**src/rtl/anode_scanner_if.sv**
```systemverilog
// Digit-scan bus between the display controller and the anode scanner.
// The master drives enable/digit mask; the scanner (slave) returns index, anodes and strobe.
interface anode_scanner_if;
    logic       enable;
    logic [3:0] digit_en;
    logic [1:0] anode_index;
    logic [3:0] anode;
    logic       digit_strobe;

    modport master (
        output enable,
        output digit_en,
        input  anode_index,
        input  anode,
        input  digit_strobe
    );

    modport slave (
        input  enable,
        input  digit_en,
        output anode_index,
        output anode,
        output digit_strobe
    );
endinterface

```
**src/rtl/anode_scanner.sv**
```systemverilog
// Time-multiplexed anode scanner for a 4-digit seven-segment display.
// Drives each digit for REFRESH_DIV cycles with a BLANK_CYCLES all-off gap between slots.
module anode_scanner #(
    parameter int REFRESH_DIV  = 100_000,
    parameter int BLANK_CYCLES = 1_000,
    parameter int CNT_W        = 17
) (
    input  logic            clk,
    input  logic            rst_n,
    anode_scanner_if.slave  bus
);

    typedef enum logic [1:0] {
        S_IDLE,
        S_DRIVE,
        S_BLANK
    } state_t;

    localparam bit              HAS_BLANK  = (BLANK_CYCLES > 0);
    localparam logic [CNT_W-1:0] DRIVE_LAST = CNT_W'(REFRESH_DIV - 1);
    // Clamped so a zero-length blank never produces a negative constant.
    localparam logic [CNT_W-1:0] BLANK_LAST = CNT_W'(HAS_BLANK ? BLANK_CYCLES - 1 : 0);

    state_t           r_state;
    logic [CNT_W-1:0] r_cnt;
    logic [1:0]       r_index;
    logic             r_strobe;
    logic [3:0]       w_anode;

    always_ff @(posedge clk or negedge rst_n) begin
        if (!rst_n) begin
            r_state  <= S_IDLE;
            r_cnt    <= '0;
            r_index  <= '0;
            r_strobe <= 1'b0;
        end else if (!bus.enable) begin
            r_state  <= S_IDLE;
            r_cnt    <= '0;
            r_index  <= '0;
            r_strobe <= 1'b0;
        end else begin
            case (r_state)
                S_IDLE: begin
                    r_state  <= S_DRIVE;
                    r_cnt    <= '0;
                    r_index  <= '0;
                    r_strobe <= 1'b1;
                end
                S_DRIVE: begin
                    if (r_cnt == DRIVE_LAST) begin
                        // Index advances into the blank gap so the mux settles before drive.
                        r_state  <= HAS_BLANK ? S_BLANK : S_DRIVE;
                        r_cnt    <= '0;
                        r_index  <= r_index + 2'd1;
                        r_strobe <= 1'b1;
                    end else begin
                        r_cnt    <= r_cnt + 1'b1;
                        r_strobe <= 1'b0;
                    end
                end
                S_BLANK: begin
                    r_strobe <= 1'b0;
                    if (r_cnt == BLANK_LAST) begin
                        r_state <= S_DRIVE;
                        r_cnt   <= '0;
                    end else begin
                        r_cnt   <= r_cnt + 1'b1;
                    end
                end
                default: begin
                    r_state  <= S_IDLE;
                    r_cnt    <= '0;
                    r_index  <= '0;
                    r_strobe <= 1'b0;
                end
            endcase
        end
    end

    // Mask is applied combinationally so digit_en changes are visible in the same cycle.
    always_comb begin
        w_anode = '1;
        if (r_state == S_DRIVE && bus.digit_en[r_index])
            w_anode = ~(4'b0001 << r_index);
    end

    assign bus.anode        = w_anode;
    assign bus.anode_index  = r_index;
    assign bus.digit_strobe = r_strobe;

endmodule

```
**src/flat_wrapper.sv**
```systemverilog
// flat-port wrapper written by rule: the top's interface ports become plain ports
module anode_scanner_flat 
#(
    parameter int REFRESH_DIV  = 100_000,
    parameter int BLANK_CYCLES = 1_000,
    parameter int CNT_W        = 17
)
  (clk, rst_n, bus_enable, bus_digit_en, bus_anode_index, bus_anode, bus_digit_strobe);
  anode_scanner_if bus_i ();
  input  logic clk;
  input  logic rst_n;
  input wire logic [$bits(bus_i.enable)-1:0] bus_enable;
  input wire logic [$bits(bus_i.digit_en)-1:0] bus_digit_en;
  output wire logic [$bits(bus_i.anode_index)-1:0] bus_anode_index;
  output wire logic [$bits(bus_i.anode)-1:0] bus_anode;
  output wire logic [$bits(bus_i.digit_strobe)-1:0] bus_digit_strobe;
  assign bus_i.enable = bus_enable;
  assign bus_i.digit_en = bus_digit_en;
  assign bus_anode_index = bus_i.anode_index;
  assign bus_anode = bus_i.anode;
  assign bus_digit_strobe = bus_i.digit_strobe;
  anode_scanner #(.REFRESH_DIV(REFRESH_DIV), .BLANK_CYCLES(BLANK_CYCLES), .CNT_W(CNT_W)) u_core (.clk(clk), .rst_n(rst_n), .bus(bus_i));
endmodule
```
**config.mk**
```make
export PLATFORM = sky130hd
export DESIGN_NAME = anode_scanner_flat
export DESIGN_NICKNAME = d
export VERILOG_FILES = /design/src/rtl/anode_scanner_if.sv /design/src/rtl/anode_scanner.sv /design/src/flat_wrapper.sv
export SDC_FILE = /design/constraint.sdc
export NUM_CORES = 1
export LEC_CHECK = 0
export ABC_AREA = 1
export CORE_MARGIN = 8
export CORE_UTILIZATION = 50
export CTS_CLUSTER_DIAMETER = 150
export DETAILED_ROUTE_END_ITERATION = 8
export PLACE_DENSITY = 0.74
export SYNTH_ARGS = -nofsm -noshare
export SYNTH_HDL_FRONTEND = slang
export SYNTH_SLANG_ARGS = --single-unit
```
**constraint.sdc**
```tcl
create_clock -name clk -period 1.4 [get_ports clk]
set_input_delay 0.21 -clock clk [delete_from_list [all_inputs] [get_ports clk]]
set_output_delay 0.21 -clock clk [all_outputs]
set_load 0.02 [all_outputs]
```
---- After elaboration in Yosys (flattened, before gate mapping) ----
Cells that the tools add are included.
cells by class
  $add $sub $neg .......................... 2
  order comparisons ....................... 1
  eq/ne operators ......................... 7
  shifts and indexed selects .............. 1
  multiplexer cells ....................... 17
  bitwise gates (word level) .............. 1
  reductions and logical operators ........ 4
operators by type and width
  cell                                                                  count
  17-bit two-way mux                                                    3
  17-bit one-hot mux with 2 select lines                                1
  17-bit by 1-bit adder with 17-bit output, second input constant       1
  17-bit by 10-bit == test with 1-bit output, second input constant     1
  17-bit == test, second input constant                                 1
  2-bit two-way mux                                                     5
  3-bit by 2-bit != test with 1-bit output, second input constant       2
  2-bit one-hot mux with 3 select lines                                 1
  4-bit two-way mux                                                     1
  4-bit NOT                                                             1
  2-bit one-hot mux with 2 select lines                                 1
  2-bit AND reduction                                                   2
  1-bit by 2-bit left shift with 4-bit output, first input constant     1
  2-bit by 3-bit < comparator with 1-bit output, second input constant  1
  1-bit two-way mux                                                     3
  2-bit by 1-bit adder with 2-bit output, second input constant         1
  1-bit binary-select mux with 2-bit select                             1
  2-bit by 1-bit == test with 1-bit output, second input constant       1
  2-bit == test, second input constant                                  1
  2-bit logical NOT                                                     1
  2-bit != test, second input constant                                  1
  1-bit one-hot mux with 2 select lines                                 1
  1-bit logical AND                                                     1
storage, ports and cells
  register bits ........................... 22
  bits of input ports ..................... 7
  output and inout port bits .............. 7
  word-level logic and storage cells ...... 37

---- Depth between registers and ports, before layout ----
Gate-level depths: netlist (run 1).
  word-level depth ........................ 4
  depth in mapped cells ................... 10
  gate-level depth less buffers ........... 9

---- Least setup slack after synthesis (run 1) ----
OpenSTA, ideal clock, no wires.
  kind .................................... reg2out
  from .................................... register u_core.r_index[1], in the netlist u_core.bus.anode_index[1]
  to ...................................... output bus_anode[0]
  arrival time ............................ 1.282 ns
  data required time ...................... 1.190 ns
  setup slack ............................. -0.092 ns
  cell stages (with the launch flop) ...... 6
  buffers on the path ..................... 0
  cells stage by stage .................... dfrtp_1 -> inv_1 -> nor2_1 -> o21ai_0 -> a21boi_0 -> nand2_1
between the ends
  cells in the longest elaborated chain, start to end .. 4
  elaborated cells between the ends (all ways) .. 6
  classes of those cells .................. 1 x shift; 3 x mux; 1 x bitwise; 1 x reduce/logical
RTL lines
  element                                    RTL line             source
  start: declaration                         anode_scanner.sv:26  logic [1:0] r_index;
  start signal: assignment                   anode_scanner.sv:54  r_index <= r_index + 2'd1;
  1-bit binary-select mux with 2-bit select  anode_scanner.sv:83  if (r_state == S_DRIVE && bus.digit_en[r_index])
  1-bit two-way mux (not written as such)    anode_scanner.sv:83
  1-bit logical AND                          anode_scanner.sv:83
  4-bit two-way mux *                        anode_scanner.sv:83
  end: declaration                           flat_wrapper.sv:15   output wire logic [$bits(bus_i.anode)-1:0] bus_anode;
Mark *: on every way between the ends. The rest lies on a longest branch, timed or not. The select of a mux whose other input is x is not followed.

---- Worst setup path in the final report (run 1) ----
  from .................................... register u_core.r_index[0], in the netlist u_core.bus.anode_index[0]
  to ...................................... output bus_anode[0]
The elaborated chain is that of the path after synthesis.

==> metrics, run 1 <==
wire per inst 14.9 um; Sequential Power Share 0.553; Top Family by Delay on Critical Path flip-flops; first-pass GRT wire length 6.04 mm; num rows 19; Mapped Cells 199; Crit. End Element output port; critical path class reg2out; DRT iter0 DRCs 104; flop2flop setup slack -0.09 ns; synthesized flop and latch total 22; top cell type by total area after synthesis dfrtp_1; number of flops mapped to enable cells by yosys 0; diode count 0; clock buffer depth 2; routed via count 1454; PortBufs 13; Worst Hold Class in2async; Clock power frac 0.257; critical path depth in cells 7; core area 2730 um2; Vias/cell 5.35; final setup margin -0.332 ns; dominant synthesized flop cell dfrtp_1; Min Clock Period, post-route 1.73 ns; Finished Core Util 0.724; die area 4800 um2; WL final 4.06 mm; gr usage total 0.152; max incr delay on CP 0.43 ns; CP cell instances nor2_1 -> nor2_1 -> o21ai_2 -> a21boi_4 -> buf_6 -> nand2_4 -> buf_6; static leakage 0.000907 uW; CP max-delay cell dfrtp_1; worst path buffer plus inverter count 2; max_cap viols 0; Pre-Repair DR Iteration Count 5; antenna violations before repair 0; vias in the first global route 1295; worst reg-to-reg path cell count 8; Psw 341 uW; Unique masters post-synth 18; clock-pin slew on the worst setup and hold paths 0.13 ns; # H-tree levels 1; measured slew at the worst slew-check pin 0.294 ns; switching share of power 0.290; Post-DRT Antenna Nets 0; drc violations 0; Synth Area per Inst 7.14 um2; area of the multi-input gates 956 um2; Comb pwr share 0.191; post-synthesis sequential area ratio 0.388; HPWL after DPL 2.65 mm; Post-synth ARST share 1.00; largest net degree at the start of global routing 23; failing checks negative setup slack; Critical Path End bus_anode[0]; Yosys top cell area share 0.388; Final Hold Viols 0; total CTS buffers 3; CP Max Fanout 4; outcome finished, violations left; RSZ-0062 raised after global routing true; clk_skew 0.00616 ns; area post-placement 1700 um2; worst endpoint data arrival time 1.52 ns; Post-synth top cells nand2_1 (58), nor2_1 (48), dfrtp_1 (22); # setup viols final 25; grt ovf 0; synthesized net count 215; VDD IR max 0.000510 V; register area 556 um2; Final Max Tran Viols 0; Area contributors post-synth dfrtp_1 (39%), nand2_1 (15%), nor2_1 (13%); Worst Setup Start Kind flip-flop; Crit path required time 1.19 ns; Slew Limit Headroom 0.804; cell with the most instances after synthesis nand2_1; area grow syn2layout 39.3%; reg2reg start u_core.r_cnt[1]; final RePlAce weighted congestion 0.851; nets@finish 259; r2r endpoint u_core.r_cnt[11]; final instance area 1980 um2; P per Cell Area 595 nW/um2; cell area after synthesis 1420 um2; # IOs 14; die height 69.3 um; P_int 835 uW; layout cells sized above 1 0.340; clk sinks 22; Ys Warns 0; Final Cycle Share 1.24; hold_ws 0.226 ns; Clock Latency Late Sink 0.31 ns; die width 69.3 um; fmax 0.577 GHz; CTS tree yes; initial core utilization 0.519; CP Launch Point u_core.bus.anode_index[0]; clk root buf clkbuf_4; FILL cells 217
## state kept, by name, indices dropped and copies added, names as in the netlist
register                 flops
u_core.bus.anode_index       2
u_core.r_state               2
u_core.r_cnt                17
u_core.bus.digit_strobe      1
## kinds of logic after synthesis
group | synth area share
and+or+nand+nor | 0.389
adders and majority gates | 0.0793
AOI/OAI and AO/OA | 0.0282
buffers and inverters | 0.0608
DFF | 0.388
xor gates and xnor gates | 0.0555
## worst min path at each step
stage / start / endpoint / slack (ns) / cells past startpoint
after floorplan: rst_n / u_core.bus.anode_index[0] / -0.09 / 0
after global placement: u_core.r_cnt[0] / u_core.r_cnt[0] / 0.51 / 2
after detailed placement: u_core.r_cnt[0] / u_core.r_cnt[0] / 0.52 / 2
after CTS: rst_n / u_core.r_cnt[16] / 0.24 / 2
after global routing: rst_n / u_core.r_cnt[11] / 0.25 / 2
final: rst_n / u_core.r_cnt[16] / 0.23 / 2
## layout make-up
type | count | area share
multi-input cells | 157 | 0.483
repair buffers | 39 | 0.164
flip-flops and latches | 22 | 0.281
well taps | 31 | 0.0196
clock buffers | 3 | 0.0114
inverters | 20 | 0.0405
## cell usage in the layout (no fill, tap or decap), types with 2 or more instances in the layout
cell type	netlist	routed
nor2_1	48	30
nand2_1	58	49
inv_2	0	2
inv_1	20	16
xor2_1	6	6
nand4_1	6	6
clkdlybuf4s50_1	0	6
buf_6	1	5
dfrtp_1	22	18
nor2_4	0	3
dfrtp_2	0	4
nand2_8	0	2
inv_4	0	2
o21ai_2	0	2
nand2_4	1	3
nor2_2	1	16
buf_4	0	26
clkbuf_4	0	3
nand2_2	2	8
ha_1	9	7
nand3_1	14	13
xnor2_1	3	3
## stage by stage
stage                     total power (uW)  cells  setup TNS [ns]  setup WS (ns)
final                                 1180    272           -2.38         -0.332
after global routing                  1230    272           -4.47         -0.410
after CTS                             1140    268           -1.25         -0.308
after detailed placement               817    258           -3.10         -0.677
after global placement                 809    258           -2.11         -0.518
after floorplan                        738    199               0         0.0116
## power groups by stage
stage | Clock [uW] | Sequential (uW) | Combinational [uW]
after detailed placement | 0 | 662 | 155
final | 302 | 650 | 224
after global placement | 0 | 661 | 148
after global routing | 329 | 652 | 244
after CTS | 302 | 649 | 190
after floorplan | 0 | 668 | 70.1
## per-layer routing
layer  wire [um]  GRT usage  share of wire
met5           0          0              0
met1        1710      0.184           0.42
met4         113     0.0433          0.028
met2        2050      0.268           0.51
met3         180     0.0215          0.044
## worst register-to-register path: stages, from the launching register on
cell and delay [ns]:
dfrtp_1 0.42, ha_4 0.17, nand4_1 0.14, nor2_1 0.18
nand2_2 0.10, nand2_2 0.08, nand2_4 0.11, nand2_8 0.14
nor2_2 0.05
## what timing repair did
action / in CTS / in global routing
gates cloned: 1 / 0
resized for setup: 52 / 40
pin swaps: 8 / 9
hold buffers: 0 / 0
buffers inserted: 7 / 4
endpoints found under the setup margin: 26 / 27
No activity file was read; power rests on OpenSTA's default activity.
==> run 2: changes to the inputs <==
--- a/config.mk
+++ b/config.mk
@@ -11,6 +11,7 @@
 export CTS_CLUSTER_DIAMETER = 150
 export DETAILED_ROUTE_END_ITERATION = 8
 export PLACE_DENSITY = 0.74
+export SKIP_LAST_GASP = 1
 export SYNTH_ARGS = -nofsm -noshare
 export SYNTH_HDL_FRONTEND = slang
 export SYNTH_SLANG_ARGS = --single-unit
==> run 2 against run 1 <==
  * The flow still finishes with violations (negative setup slack)
  * Global-route usage did not move
  * Combinational power decreased by 4%
  * Maximum frequency fell by 0.40%
  * Routed wire length decreased by 3.7%
  * Sequential power hardly changed
  * Register-to-register slack hardly changed
  * Largest cell class unchanged
  * Highest routed layer unchanged
==> metrics, run 2 (same netlist as run 1, synthesis figures left out) <==
total CTS buffers 3; most common cell after layout, fill and taps aside nand2_1; clk root buf clkbuf_4; worst endpoint data arrival time 1.53 ns; clock-pin slew on the worst setup and hold paths 0.13 ns; Finished Core Util 0.704; worst reg-to-reg path cell count 8; clk sinks 22; die area 4800 um2; # H-tree levels 1; # setup viols final 25; clock buffer depth 2; die width 69.3 um; max_cap viols 0; most flop-heavy register u_core.r_cnt; CP max-delay cell dfrtp_1; layout cells sized above 1 0.318; initial core utilization 0.519; die height 69.3 um; max incr delay on CP 0.43 ns; area grow syn2layout 35.6%; Pre-Repair DR Iteration Count 4; final RePlAce weighted congestion 0.851; Top Family by Delay on Critical Path flip-flops; Final Cycle Share 1.24; routed via count 1421; # IOs 14; diode count 0; max reg flops 17; static leakage 0.000883 uW; HPWL after DPL 2.65 mm; highest-count cells in the layout ignoring fill and taps nand2_1 (49), nor2_1 (32), buf_4 (24); Worst Setup Start Kind flip-flop; nets@finish 257; grt ovf 0; clk_skew 0.00270 ns; Final Max Tran Viols 0; Clock Latency Late Sink 0.31 ns; total negative setup slack -2.57 ns; VDD IR max 0.000489 V; P per Cell Area 607 nW/um2; failing checks negative setup slack; first-pass GRT wire length 6.04 mm; drc violations 0; fmax 0.575 GHz; Post-DRT Antenna Nets 0; PortBufs 13; DRT iter0 DRCs 134; critical path class reg2out; num rows 19; RSZ-0062 raised after global routing true; Slew Limit Headroom 0.806; Worst Hold Class in2async; final setup margin -0.339 ns; hold_ws 0.225 ns; final instance area 1930 um2; CP Max Fanout 4; total power 1170 uW; vias in the first global route 1297; area post-placement 1700 um2; r2r endpoint u_core.r_cnt[3]; Crit path required time 1.19 ns; antenna violations before repair 0; Vias/cell 5.26; CTS tree yes; CP cell instances nor2_1 -> nor2_1 -> o21ai_2 -> a21boi_4 -> buf_6 -> nand2_2 -> buf_6; outcome finished, violations left; reg2reg start u_core.r_cnt[1]; Final Hold Viols 0; flop2flop setup slack -0.10 ns; Post-CTS Hold Fix Bufs 0; Min Clock Period, post-route 1.74 ns; WL final 3.90 mm; gr usage total 0.152; core area 2730 um2; worst path buffer plus inverter count 2; Crit. End Element output port; largest net degree at the start of global routing 23; measured slew at the worst slew-check pin 0.291 ns; wire per inst 14.5 um
[run 2: cell types whose count changed in the layout (fill, tap and decap cells not counted), sizes merged]
cell,change
buf,-2
[run 2: how the worst max path moves through the flow]
stage | from | endpoint | slack (ns) | cells after the start
finish | u_core.bus.anode_index[0] | bus_anode[0] | -0.34 | 7
global route | u_core.bus.anode_index[0] | bus_anode[0] | -0.41 | 7
CTS | u_core.bus.anode_index[0] | bus_anode[0] | -0.31 | 7
detailed placement | bus_digit_en[0] | bus_anode[1] | -0.68 | 7
global placement | bus_digit_en[0] | bus_anode[1] | -0.52 | 7
floorplan | u_core.bus.anode_index[1] | bus_anode[0] | 0.01 | 5
[run 2: metal layers]
metal | vias up | global-route usage | share of wire
met1 | 657 | 0.181 | 0.43
met4 | 0 | 0.0501 | 0.018
met5 | - | 0 | 0
met2 | 48 | 0.266 | 0.50
li1 | 704 | - | -
met3 | 12 | 0.0243 | 0.050
[run 2: power by group]
part / leakage [uW] / switching (uW) / internal [uW]
registers: 0.000301 / 5.09 / 645
logic: 0.000568 / 130 / 86.5
clock network: 0.0000138 / 202 / 101
total: 0.000883 / 337 / 832
[run 2: area by class of cell]
type / count / area [um2]
Clock buffer: 3 / 22.5
Sequential cell: 22 / 553
Fill cell: 224 / 808
Timing Repair Buffer: 37 / 310
Inverter: 20 / 77.6
Tap cell: 31 / 38.8
Multi-Input combinational cell: 157 / 923
[run 2: what timing repair did]
action	in CTS	in global routing
gates cloned	1	0
pin swaps	8	8
setup buffers	7	2
endpoints found under the setup margin	26	27
resized for setup	46	35
[run 2: through the flow]
stage | setup WS, ns | std cells
after floorplan | 0.0116 | 199
after global routing | -0.406 | 270
after global placement | -0.518 | 258
final | -0.339 | 270
after detailed placement | -0.677 | 258
after CTS | -0.308 | 268
==> run 3: changes to the inputs <==
==> constraint.sdc (replaced) <==
create_clock -name clk -period 1.4 [get_ports clk]
set_input_delay 0.42 -clock clk [delete_from_list [all_inputs] [get_ports clk]]
set_output_delay 0.42 -clock clk [all_outputs]
set_load 0.02 [all_outputs]
==> run 3 against run 2 <==
  * The flow still finishes with violations (negative setup slack)
  * Routed wire length grew 6.7%
  * Combinational power up 13%
  * Cell count up 2.6%
  * Sequential power up 0.6%
  * First-iteration DRC count decreased by 24%
  * Global-route usage is 0.059 points higher
  * Total power grew 8.8%
==> metrics, run 3 (same netlist as run 1, synthesis figures left out) <==
Slew Limit Headroom 0.775; Top Family by Delay on Critical Path flip-flops; diode count 0; gr usage total 0.152; CP cell instances nor2_1 -> nor2_1 -> o21ai_2 -> a21boi_4 -> buf_6 -> nand2_2 -> buf_6; Post-CTS Hold Fix Bufs 0; worst path buffer plus inverter count 2; clk sinks 22; DRT iter0 DRCs 102; nets@finish 263; worst reg-to-reg path cell count 8; measured slew at the worst slew-check pin 0.336 ns; CTS tree yes; P per Cell Area 610 nW/um2; PortBufs 13; die width 69.3 um; die area 4800 um2; Layout Cells excl Fill 277; Crit. End Element output port; CP Max Fanout 4; # H-tree levels 1; total power 1270 uW; Pre-Repair DR Iteration Count 4; outcome finished, violations left; Final Hold Viols 0; r2r endpoint u_core.r_cnt[5]; Crit path required time 0.98 ns; top routing layer used met4; core area 2730 um2; RSZ-0062 raised after global routing true; reg2reg start u_core.r_cnt[1]; Clock Latency Late Sink 0.32 ns; # IOs 14; most common cell after layout, fill and taps aside nand2_1; area grow syn2layout 47.0%; clk root buf clkbuf_4; met3 wire length 209 um; HPWL after DPL 2.53 mm; critical path class reg2out; final RePlAce weighted congestion 0.958; layout cells sized above 1 0.415; Final Max Tran Viols 0; max reg flops 17; CP max-delay cell dfrtp_2; cell count after placement 261; most flop-heavy register u_core.r_cnt; worst endpoint data arrival time 1.55 ns; clock buffer depth 2; vias in the first global route 1325; met1 WL 1.70 mm; # setup viols final 27; highest-count cells in the layout ignoring fill and taps nand2_1 (47), nor2_1 (29), buf_4 (25); Post-DRT Antenna Nets 0; failing checks negative setup slack; first-pass GRT wire length 6.12 mm; antenna violations before repair 0; WL final 4.16 mm; Final Cycle Share 1.41; max_cap viols 0; wire per inst 15.0 um; total CTS buffers 3; Vias/cell 5.36; largest net degree at the start of global routing 23; drc violations 0; initial core utilization 0.519; total negative setup slack -4.10 ns; fmax 0.508 GHz; static leakage 0.000921 uW; Finished Core Util 0.763; final setup margin -0.568 ns; flop2flop setup slack -0.14 ns; routed via count 1486; DR WL met2 2.14 mm; num rows 19; clock-pin slew on the worst setup and hold paths 0.13 ns; Min Clock Period, post-route 1.97 ns; grt ovf 0; Worst Setup Start Kind flip-flop; Setup WS pre-CTS -1.03 ns; clk_skew 0.00264 ns; die height 69.3 um; Worst Hold Class in2async; VDD IR max 0.000591 V; max incr delay on CP 0.46 ns
-- run 3: cell count changes in the layout (fill, tap and decap cells not counted), sizes merged --
cell / change
clkinv: +1
inv: -1
clkdlybuf4s50: -2
clkdlybuf4s15: +1
buf: +7
dlygate4sd2: +1
-- run 3: through the flow --
stage,cell area [um2],hold WS (ns)
after detailed placement,1750,0.521
final,2090,0.423
after floorplan,1440,0.124
after global placement,1750,0.515
after CTS,1870,0.430
after global routing,2090,0.442
-- run 3: layer usage --
layer	vias to the layer above	GRT usage
met4	0	0.0638
met5	-	0
met1	702	0.201
met3	15	0.0243
met2	53	0.239
li1	716	-
-- run 3: worst max-delay path by stage --
stage / startpoint / endpoint / slack (ns) / cells after the start
finish: u_core.bus.anode_index[0] / bus_anode[1] / -0.57 / 7
global route: u_core.bus.anode_index[0] / bus_anode[3] / -0.61 / 7
CTS: u_core.r_state[1] / bus_anode[1] / -0.55 / 6
global placement: bus_digit_en[2] / bus_anode[0] / -0.94 / 7
floorplan: u_core.bus.anode_index[1] / bus_anode[0] / -0.07 / 5
detailed placement: bus_digit_en[0] / bus_anode[3] / -1.03 / 7
-- run 3: worst register-to-register path, delay by kind of cell (launching register included) --
kind | cells | cell delay [ns]
and+or+nand+nor | 7 | 0.84
DFF | 1 | 0.41
adders and majority gates | 1 | 0.18
-- run 3: power breakdown --
part	switching, uW	leakage (uW)	internal, uW
sequential	9.01	0.000289	645
clock	216	0.0000210	159
combinational	140	0.000610	103
-- run 3: cell type report --
type / count / area, um2
Tap cell: 31 / 38.8
Clock buffer: 4 / 36.3
Inverter: 20 / 85.1
Timing Repair Buffer: 43 / 389
Multi-Input combinational cell: 157 / 976
Sequential cell: 22 / 562
Fill cell: 182 / 647
-- run 3: repair_timing --
item	CTS	global route
resized for setup	46	62
pin swaps	6	16
setup buffers	7	6
hold endpoints to repair	0	0
cloned	1	0
setup endpoints to repair	22	27
